`config.mk`:
```
export PLATFORM = sky130hd
export DESIGN_NAME = prog_loader
export DESIGN_NICKNAME = d
export VERILOG_FILES = /design/src/rtl/prog_loader.sv
export SDC_FILE = /design/constraint.sdc
export NUM_CORES = 1
export LEC_CHECK = 0
export BUFFER_PORTS_ARGS = -buffer_cell sky130_fd_sc_hd__buf_2
export CAP_MARGIN = 20
export CORE_UTILIZATION = 48
export CTS_BUF_LIST = sky130_fd_sc_hd__clkbuf_4 sky130_fd_sc_hd__clkbuf_8
export CTS_CLUSTER_DIAMETER = 30
export DETAILED_ROUTE_END_ITERATION = 8
export GPL_TIMING_DRIVEN = 1
export PLACE_DENSITY = 0.69
export SLEW_MARGIN = 15
export SYNTH_ARGS = -nofsm -noshare
export SYNTH_HDL_FRONTEND = slang
export SYNTH_SLANG_ARGS = --single-unit
```
`constraint.sdc`:
```
create_clock -name clk -period 3.9 [get_ports clk]
set_input_delay 1.17 -clock clk [delete_from_list [all_inputs] [get_ports clk]]
set_output_delay 1.17 -clock clk [all_outputs]
set_load 0.01 [all_outputs]
```
`src/rtl/prog_loader.sv`:
```
// Program-image loader: parses a length-prefixed byte stream into 14-bit instruction
// words, writes them to program memory and releases the CPU once the checksum verifies.
module prog_loader #(
    parameter int ADDR_W    = 10,
    parameter int DATA_W    = 14,
    parameter int BASE_ADDR = 0
) (
    input  logic              clk,
    input  logic              rst,
    input  logic              start,
    input  logic [7:0]        in_data,
    input  logic              in_valid,
    output logic              in_ready,
    output logic              wr_en,
    output logic [ADDR_W-1:0] wr_addr,
    output logic [DATA_W-1:0] wr_data,
    output logic              cpu_rst_n,
    output logic              done,
    output logic              err,
    output logic [10:0]       loaded
);

    typedef enum logic [2:0] {
        S_IDLE,
        S_LEN_HI,
        S_LEN_LO,
        S_W_HI,
        S_W_LO,
        S_CSUM,
        S_DONE,
        S_ERR
    } state_t;

    localparam logic [ADDR_W-1:0] BASE = ADDR_W'(BASE_ADDR);

    state_t      state;
    state_t      state_nxt;
    logic        beat;
    logic        take_start;
    logic [7:0]  sum;
    logic [9:0]  index;
    logic [9:0]  last_idx;
    logic [1:0]  len_hi;
    logic [5:0]  hi6;

    function automatic logic [7:0] csum_add(input logic [7:0] acc, input logic [7:0] b);
        return acc + b;
    endfunction

    // Ready is a pure function of state so it never waits on in_valid.
    always_comb begin
        in_ready = 1'b0;
        case (state)
            S_LEN_HI, S_LEN_LO, S_W_HI, S_W_LO, S_CSUM: in_ready = 1'b1;
            default:                                    in_ready = 1'b0;
        endcase
    end

    assign beat       = in_valid & in_ready;
    assign take_start = start & ((state == S_IDLE) | (state == S_DONE) | (state == S_ERR));

    always_comb begin
        state_nxt = state;
        case (state)
            S_IDLE, S_DONE, S_ERR: begin
                if (start) state_nxt = S_LEN_HI;
            end
            S_LEN_HI: begin
                if (beat) state_nxt = (in_data[7:2] != 6'd0) ? S_ERR : S_LEN_LO;
            end
            S_LEN_LO: begin
                if (beat) state_nxt = S_W_HI;
            end
            S_W_HI: begin
                if (beat) state_nxt = (in_data[7:6] != 2'd0) ? S_ERR : S_W_LO;
            end
            S_W_LO: begin
                if (beat) state_nxt = (index == last_idx) ? S_CSUM : S_W_HI;
            end
            S_CSUM: begin
                if (beat) state_nxt = (csum_add(sum, in_data) == 8'd0) ? S_DONE : S_ERR;
            end
            default: state_nxt = S_IDLE;
        endcase
    end

    always_ff @(posedge clk or negedge rst) begin
        if (!rst) begin
            state     <= S_IDLE;
            done      <= 1'b0;
            err       <= 1'b0;
            cpu_rst_n <= 1'b0;
        end else begin
            state     <= state_nxt;
            done      <= (state_nxt == S_DONE);
            err       <= (state_nxt == S_ERR);
            cpu_rst_n <= (state_nxt == S_DONE);
        end
    end

    // Header / parse registers; a fresh start wipes the running sum and word index.
    always_ff @(posedge clk or negedge rst) begin
        if (!rst) begin
            sum      <= 8'd0;
            index    <= 10'd0;
            last_idx <= 10'd0;
            len_hi   <= 2'd0;
            hi6      <= 6'd0;
        end else if (take_start) begin
            sum   <= 8'd0;
            index <= 10'd0;
        end else if (beat) begin
            sum <= csum_add(sum, in_data);
            case (state)
                S_LEN_HI: len_hi   <= in_data[1:0];
                S_LEN_LO: last_idx <= {len_hi, in_data};
                S_W_HI:   hi6      <= in_data[5:0];
                S_W_LO:   if (index != last_idx) index <= index + 10'd1;
                default:  ;
            endcase
        end
    end

    // Memory write port: one-cycle strobe after each completed word, address wraps freely.
    always_ff @(posedge clk or negedge rst) begin
        if (!rst) begin
            wr_en   <= 1'b0;
            wr_addr <= BASE;
            wr_data <= '0;
            loaded  <= 11'd0;
        end else begin
            wr_en <= 1'b0;
            if (take_start) begin
                loaded <= 11'd0;
            end else if (beat && (state == S_W_LO)) begin
                wr_en   <= 1'b1;
                wr_addr <= BASE + ADDR_W'(index);
                wr_data <= {hi6, in_data};
                loaded  <= loaded + 11'd1;
            end
        end
    end

endmodule

```
==> results.cfg, run 1 <==
[status]
status = finished, final reports clean

[yosys]
post-synth-top-count-cell = nand2_1
sequential_element_share_of_the_synthesized_area_pct = 52.4
ys_async_sr_fraction_pct = 100
avgSynthCellArea_um2 = 10.1
synthDominantAreaCellType = dfrtp_1
simple_logic_cell_fraction_of_the_synthesized_area_pct = 21.3
synth_compound_area_share_pct = 6.94
synthesis.instances = 365
yosys.area_share.adder_pct = 3.61
ys_seq_elements = 77
mappedNetlistNets = 387
synthFlopType = dfrtp_1
synthTopCellsByCount = nand2_1 (103), dfrtp_1 (77), nor2_1 (20)
synth.distinct_cells = 46
syn-cell-area_mm2 = 0.00368
number_of_enable_type_register_cells_in_the_synthesized_netlist = 0
post_synth_xor_area_fraction_pct = 6.19
yosysWarnings = 0
netlist.area_leader.share_pct = 52.4
synth_area_leaders = dfrtp_1 (52%), nand2_1 (11%), mux2_2 (5.5%)
combinational_family_with_the_most_area_after_synthesis = simple AND/OR/NAND/NOR gates
synth.mux.area_fraction_pct = 7.15

[power]
power_switching_share_pct = 34.5
clock_power_share_pct = 24.3
vdd_drop_max_uv = 407
power.net_switching_w = 0.000932
seq_power_share_pct = 42.9
power.internal_w = 0.00177
p_leak_nw = 2.19
pwr_density_cell_mw_per_mm2 = 637
combPwrFrac_pct = 32.7

[floorplanning]
start_util_pct = 50.1
floorplan_die_width_um = 89.5
die_area_mm2 = 0.00801
row_count = 31
io_pins = 52
dieHeight_um = 89.5
core_box_area_mm2 = 0.00733

[timing]
worst_pin_slew_ns = 0.943
final.setup.tns_ns = 0
rsz0062_at_grt = false
finClkSkew_ns = 0.00857
fin_worst_hold_slack_ns = 0.469
f_max_mhz = 343
finalWorstPathRequiredPeriod_ns = 2.92
maxSlewHeadroom_pct = 37.1
timing.final.max_slew_violations = 0
setup-violations-final = 0
final_hold_viol_count = 0
final.period_utilization_pct = 74.8

[detailed_routing]
post_drt_wl_per_cell_um = 14.9
totalWireLength_mm = 7.77
detailroute.via_count = 2753
vias_per_cell = 5.29
detail_route.iter0.violations = 185
total_drc_errors_in_the_routed_layout = 0
drt.antenna.violating_nets = 0
drt_pass1_iterations = 5

[global_routing]
grt_pass1_wl_mm = 12.4
global_route.usage.met3_pct = 3.97
vias_in_the_first_global_route = 2608
gr_overflow_total = 0
grtUsageTotal_pct = 21.2
grt_util_met1_pct = 29.4
number_of_antenna_violations_at_the_first_check_in_global_routing = 0
grt_start_max_net_pins = 78
grt_use_met2_pct = 32.8
top_usage_layer_grt = met2

[critical_path]
critical_path_peak_fanout = 5
worstPathArrival_ns = 3.20
worst_setup_path_start_kind = input pin
endpoint_kind = flip-flop
crit_required_ns = 4.18
timing.setup.critical_path_class = input pin to flip-flop

[placement]
post-dp-hpwl_mm = 5.46
numPortBuffers = 51
gp_congestion = 0.855

[clock_network]
cts_root_buffer = clkbuf_8
clock_tree.htree_level_count = 3
clock_sinks = 77
postcts_setup_bufs = 0
cts_inserted_buffers = 9
cts_resized = 0
postCtsHoldBufs = 0
worstSkewPairLatency_ns = 0.35
cts.reportedPaths.clkPinSlew_ns = 0.08
cts_buffer_depth = 2
cts_tree = built

[finish]
final_layout_size_suffix_gt1_share_pct = 22.1
num-nets-final = 438
layout-area-overhead-vs-synth_pct = 15.2
antenna_cells = 0

[hold_path]
hold_path_class = flip-flop to flip-flop

[run]
max-cap-violations = 0
==> cells in the final DEF, fill, tap and decap left out, types with 3 or more instances in the layout <==
cell type and count:
o21ai_0 10, xnor2_1 17, xor2_1 9, dfrtp_1 77
inv_1 6, mux2i_1 6, nor2_1 20, a21oi_1 6
buf_4 4, nand2_1 103, buf_2 50, ha_1 9
or3_1 5, nor3_1 6, and3_1 5, nand2b_1 3
nand3_1 9, mux2_2 18, nand4_1 9, a22o_1 4
clkbuf_8 9
==> critical path, stage by stage <==
cell and delay, ns:
buf_2 0.13, ha_1 0.23, fa_1 0.40, nand3_1 0.09, nand2_1 0.10, a2111oi_0 0.46, and3b_1 0.25, a41oi_2 0.17
and3_1 0.18
==> sequential cells by signal (all words and copies together), names as in the netlist, 2 cells and up <==
name and count:
len_hi 2, wr_addr 10, last_idx 10, state 3
sum 8, wr_data 14, loaded 11, hi6 6
index 10
==> worst paths after layout <==
| path | startpoint | end | slack [ns] | cells past startpoint |
|---|---|---|---|---|
| max in group asynchronous | rst | sum[5] | 2.32 | 1 |
| min in group asynchronous | rst | loaded[8] | 0.96 | 1 |
| setup reg to reg | sum[0] | err | 1.55 | 8 |
| hold reg to reg | hi6[4] | wr_data[12] | 0.47 | 2 |
| hold / removal | hi6[4] | wr_data[12] | 0.47 | 2 |
| setup / recovery | in_data[0] | err | 0.98 | 9 |
==> routing by layer <==
| metal | share of wire, % | up-vias | wire (um) |
|---|---|---|---|
| li1 | - | 1357 | - |
| met1 | 48 | 1316 | 3700 |
| met2 | 46 | 71 | 3560 |
| met3 | 5.1 | 9 | 400 |
| met4 | 1.4 | 0 | 108 |
| met5 | 0 | - | 0 |
==> power by group through the flow <==
stage          clock network (W)  registers [W]  logic, W
6_report                0.000657        0.00116  0.000883
5_1_grt                 0.000707        0.00119  0.000992
4_1_cts                 0.000672        0.00116  0.000888
3_5_place_dp                   0        0.00117  0.000885
3_3_place_gp                   0        0.00117  0.000861
2_1_floorplan                  0        0.00116  0.000626
==> logic make-up (layout without fill, tap and decap cells) <==
logic type      Yosys count  after routing
fa+ha+maj                10             10
buf+inv                  20             76
flops                    77             77
simple gates            173            173
mux                      24             24
xor+xnor                 26             26
compound gates           35             35
==> layout make-up <==
cell class              instances  area [um^2]
inverters                       6         22.5
well taps                      99          124
multi-input cells             268         1660
flip-flops and latches         77         1930
clock inverters                 6         87.6
repair buffers                 54          280
fillers                       647         3100
clock buffers                  10          131
==> through the flow <==
stage	worst slack, ns	power, W	utilization [%]	cell area (um^2)	cells
6_report	0.982	0.00270	57.8	4230	520
3_5_place_dp	0.637	0.00205	54.8	4020	504
4_1_cts	1.00	0.00272	57.8	4230	520
2_1_floorplan	0.963	0.00179	-	3680	365
5_1_grt	0.875	0.00289	57.8	4230	520
3_3_place_gp	0.694	0.00203	54.8	4020	504
Power figures use the tool's default switching activity.
==> run 2: changes to the inputs <==
Settings changed: PLACE_DENSITY 0.69 to 0.71.
Clock period 3.9 ns to 2.5 ns, I/O delays scaled along.
==> results.cfg, run 2 (same netlist as run 1, synthesis figures left out) <==
[global_routing]
grt_pass1_wl_mm = 12.9
grt_start_max_net_pins = 45
gr_overflow_total = 0
grtUsageTotal_pct = 21.6
vias_in_the_first_global_route = 2683
number_of_antenna_violations_at_the_first_check_in_global_routing = 0

[placement]
numPortBuffers = 51
gp_congestion = 0.875
placement.setup.worst_slack_ns = -0.308
placement.cell_area_mm2 = 0.00414
post-dp-hpwl_mm = 5.83

[floorplanning]
row_count = 31
io_pins = 52
dieHeight_um = 89.5
die_area_mm2 = 0.00801
start_util_pct = 50.1
core_box_area_mm2 = 0.00733
floorplan_die_width_um = 89.5

[clock_network]
postCtsHoldBufs = 0
cts_buffer_depth = 2
clock_sinks = 77
cts.reportedPaths.clkPinSlew_ns = 0.08
cts_tree = built
cts_root_buffer = clkbuf_8
clock_tree.htree_level_count = 3
cts_inserted_buffers = 9
worstSkewPairLatency_ns = 0.34

[timing]
setup-violations-final = 0
finalWorstPathRequiredPeriod_ns = 2.46
fin_worst_hold_slack_ns = 0.346
f_max_mhz = 407
timing.final.max_slew_violations = 0
finClkSkew_ns = 0.00785
final.period_utilization_pct = 98.3
maxSlewHeadroom_pct = 58.4
final.setup.tns_ns = 0
final.setup.worst_slack_ns = 0.0416
final_hold_viol_count = 0
rsz0062_at_grt = false
worst_pin_slew_ns = 0.621

[critical_path]
r2r.worst_path.cells = 7
worst_setup_path_start_kind = input pin
setup.reg_to_reg.worst_slack_ns = 0.18
endpoint_kind = flip-flop
worstPathArrival_ns = 2.70
r2r-start = sum[0]
critical_path_peak_fanout = 3
crit_required_ns = 2.74
timing.setup.critical_path_class = input pin to flip-flop
r2r-end = err

[finish]
final_layout_size_suffix_gt1_share_pct = 25.5
largest_register_ff_count = 14
layout_common_cells = nand2_1 (102), dfrtp_1 (77), buf_2 (50), nor2_1 (20)
num-nets-final = 453
multi_input_gate_area_mm2 = 0.00170
regArea_mm2 = 0.00193
regMostFlops = wr_data
final_design_area_no_fill_mm2 = 0.00436
antenna_cells = 0
final.fill_count = 635
layout-area-overhead-vs-synth_pct = 18.7
layout.cells.most_common = nand2_1
largest_registers = wr_data x14, loaded x11

[status]
status = finished, final reports clean

[power]
total_power_w = 0.00423
pwr_density_cell_mw_per_mm2 = 970
vdd_drop_max_uv = 566
p_leak_nw = 2.24

[detailed_routing]
drt_pass1_iterations = 4
totalWireLength_mm = 8.09
post_drt_wl_per_cell_um = 15.1
detailroute.via_count = 2869
total_drc_errors_in_the_routed_layout = 0
drt.antenna.violating_nets = 0
vias_per_cell = 5.36
detail_route.iter0.violations = 138

[run]
max-cap-violations = 0

[hold_path]
hold_path_class = input pin to async pin
-- run 2: cell count changes in the layout (fill, tap and decap cells not counted), sizes merged --
cell,before,now
clkbuf,10,13
clkinvlp,0,2
bufinv,2,0
clkinv,4,1
buf,54,69
-- run 2: metrics by stage --
| step | instances | util [%] |
|---|---|---|
| finish | 535 | 59.5 |
| global route | 535 | 59.5 |
| CTS | 535 | 59.0 |
| detailed placement | 519 | 56.5 |
| global placement | 519 | 56.5 |
| floorplan | 365 | - |
-- run 2: worst max-delay path by stage --
| stage | to | startpoint | slack [ns] |
|---|---|---|---|
| floorplan | err | in_data[0] | 0.001 |
| global placement | err | in_data[0] | -0.23 |
| detailed placement | err | in_data[0] | -0.31 |
| CTS | err | in_data[0] | 0.04 |
| global route | err | in_data[0] | 0.007 |
| finish | err | in_data[0] | 0.04 |
-- run 2: final cells by class --
| cell class | instances | share of cell area (%) |
|---|---|---|
| Timing Repair Buffer | 69 | 9.29 |
| Multi-Input combinational cell | 268 | 38.9 |
| Inverter | 6 | 0.516 |
| Tap cell | 99 | 2.84 |
| Sequential cell | 77 | 44.2 |
| Clock inverter | 3 | 0.459 |
| Clock buffer | 13 | 3.81 |
-- run 2: power by group --
part | leakage (nW) | switching [W] | total [W] | internal, W
logic | 1.13 | 0.000862 | 0.00157 | 0.000707
clock network | 0.0925 | 0.000437 | 0.000873 | 0.000436
registers | 1.02 | 0.000219 | 0.00179 | 0.00157
-- run 2: critical path: stages --
cell and delay [ns]:
buf_2 0.11, ha_1 0.23, fa_2 0.43, nor3_1 0.22
nand4_1 0.19, a2111oi_4 0.37, a41oi_2 0.18, and3_1 0.22
-- run 2: layer usage --
| layer | vias up | wire (um) | GRT usage [%] |
|---|---|---|---|
| met3 | 13 | 382 | 4.89 |
| met5 | - | 0 | 0 |
| li1 | 1380 | - | - |
| met4 | 0 | 117 | 6.49 |
| met1 | 1387 | 3740 | 29.4 |
| met2 | 89 | 3850 | 34.7 |
-- run 2: timing repair --
item                                    in CTS  in global routing
endpoints found under the setup margin       0                  2
buffers inserted                             0                  0
resized for setup                            0                  6
==> run 3: changes to the inputs <==
--- a/config.mk
+++ b/config.mk
@@ -14,2 +14,3 @@
 export GPL_TIMING_DRIVEN = 1
+export MAX_ROUTING_LAYER = met4
 export PLACE_DENSITY = 0.71
==> constraint.sdc (replaced) <==
create_clock -name clk -period 2.5 [get_ports clk]
set_input_delay 0.125 -clock clk [delete_from_list [all_inputs] [get_ports clk]]
set_output_delay 0.125 -clock clk [all_outputs]
set_load 0.01 [all_outputs]
==> results.cfg, run 3 (same netlist as run 1, synthesis figures left out) <==
[status]
status = finished, final reports clean

[global_routing]
gr_overflow_total = 0
grt_util_met1_pct = 28.6
number_of_antenna_violations_at_the_first_check_in_global_routing = 0
top_usage_layer_grt = met2
global_route.usage.met3_pct = 4.43
grt_start_max_net_pins = 78
grtUsageTotal_pct = 22.0
grt_pass1_wl_mm = 12.6
grt_use_met2_pct = 34.0
vias_in_the_first_global_route = 2630

[timing]
maxSlewHeadroom_pct = 36.4
rsz0062_at_grt = false
timing.final.max_slew_violations = 0
finalWorstPathRequiredPeriod_ns = 2.34
setup-violations-final = 0
finClkSkew_ns = 0.00763
final_hold_viol_count = 0
f_max_mhz = 427
worst_pin_slew_ns = 0.954
final.period_utilization_pct = 93.7
final.setup.tns_ns = 0

[finish]
largest_registers = wr_data x14, loaded x11
final.fill_count = 639
regMostFlops = wr_data
layout-area-overhead-vs-synth_pct = 16.0
largest_register_ff_count = 14
num-nets-final = 440
layout_common_cells = nand2_1 (103), dfrtp_1 (77), buf_2 (50), nor2_1 (20), mux2_2 (18)
antenna_cells = 0
layout.cells.most_common = nand2_1
final_layout_size_suffix_gt1_share_pct = 22.2

[detailed_routing]
detailroute.via_count = 2806
drt.antenna.violating_nets = 0
totalWireLength_mm = 7.92
post_drt_wl_per_cell_um = 15.2
total_drc_errors_in_the_routed_layout = 0
vias_per_cell = 5.38
detail_route.iter0.violations = 156
drt_pass1_iterations = 4

[clock_network]
clock_tree.htree_level_count = 3
cts_root_buffer = clkbuf_8
cts.reportedPaths.clkPinSlew_ns = 0.08
postCtsHoldBufs = 1
cts_inserted_buffers = 9
cts_buffer_depth = 2
clock_sinks = 77
cts_tree = built
postcts_setup_bufs = 0
cts_resized = 0
worstSkewPairLatency_ns = 0.35

[power]
combPwrFrac_pct = 32.8
vdd_drop_max_uv = 504
pwr_density_cell_mw_per_mm2 = 1000
power.net_switching_w = 0.00149
p_leak_nw = 2.19
power.internal_w = 0.00278
seq_power_share_pct = 42.1
power_switching_share_pct = 34.9
clock_power_share_pct = 25.1
total_power_w = 0.00428

[critical_path]
worst_setup_path_start_kind = flip-flop
worstPathArrival_ns = 2.59
critical_path_peak_fanout = 3
crit_required_ns = 2.75
setup.reg_to_reg.worst_slack_ns = 0.16
timing.setup.critical_path_class = flip-flop to flip-flop
endpoint_kind = flip-flop

[run]
max-cap-violations = 0

[floorplanning]
dieHeight_um = 89.5
start_util_pct = 50.1
floorplan_die_width_um = 89.5
core_box_area_mm2 = 0.00733
io_pins = 52
die_area_mm2 = 0.00801
row_count = 31

[placement]
numPortBuffers = 51
post-dp-hpwl_mm = 5.47
gp_congestion = 0.866

[hold_path]
hold_path_class = input pin to flip-flop
[run 3: layer usage]
| layer | vias to the layer above | share of wire [%] |
|---|---|---|
| li1 | 1349 | - |
| met1 | 1368 | 48 |
| met2 | 77 | 46 |
| met3 | 12 | 4.6 |
| met4 | 0 | 1.3 |
| met5 | - | 0 |
[run 3: final timing paths]
check / startpoint / endpoint / cells after the start
min in group asynchronous: rst / loaded[10] / 2
max in group asynchronous: rst / last_idx[9] / 2
worst min-delay path: in_data[6] / wr_data[6] / 3
worst max register to register: sum[0] / err / 7
worst max-delay path: sum[0] / err / 7
worst min register to register: hi6[4] / wr_data[12] / 2
[run 3: final cells by class]
type	count	area, um^2	share of cell area (%)
Clock buffer	10	138	3.23
Clock inverter	6	92.6	2.17
Timing Repair Buffer	56	298	6.99
Multi-Input combinational cell	268	1660	39.0
Inverter	6	22.5	0.528
Tap cell	99	124	2.91
Sequential cell	77	1930	45.2
[run 3: power by group through the flow]
stage / clock network, W / registers [W] / logic (W)
after global routing: 0.00114 / 0.00184 / 0.00156
after global placement: 0 / 0.00181 / 0.00136
after floorplan: 0 / 0.00181 / 0.000976
final: 0.00107 / 0.00180 / 0.00140
after CTS: 0.00109 / 0.00180 / 0.00141
after detailed placement: 0 / 0.00182 / 0.00140
[run 3: through the flow]
stage / std cells / instance area (um^2) / util [%] / setup slack [ns] / hold WS [ns]
floorplan: 365 / 3680 / - / 0.380 / -0.171
global placement: 505 / 4020 / 54.9 / 0.275 / 0.333
detailed placement: 505 / 4020 / 54.9 / 0.223 / 0.337
CTS: 522 / 4260 / 58.1 / 0.153 / 0.0394
global route: 522 / 4260 / 58.1 / 0.0680 / 0.0463
finish: 522 / 4260 / 58.1 / 0.157 / 0.0529
[run 3: worst max-delay path: stages, from the launching register on]
cell       delay, ns
dfrtp_1         0.40
ha_1            0.22
fa_1            0.47
nor3_1          0.21
nand4_1         0.15
a2111oi_2       0.41
a41oi_2         0.18
and3_1          0.21
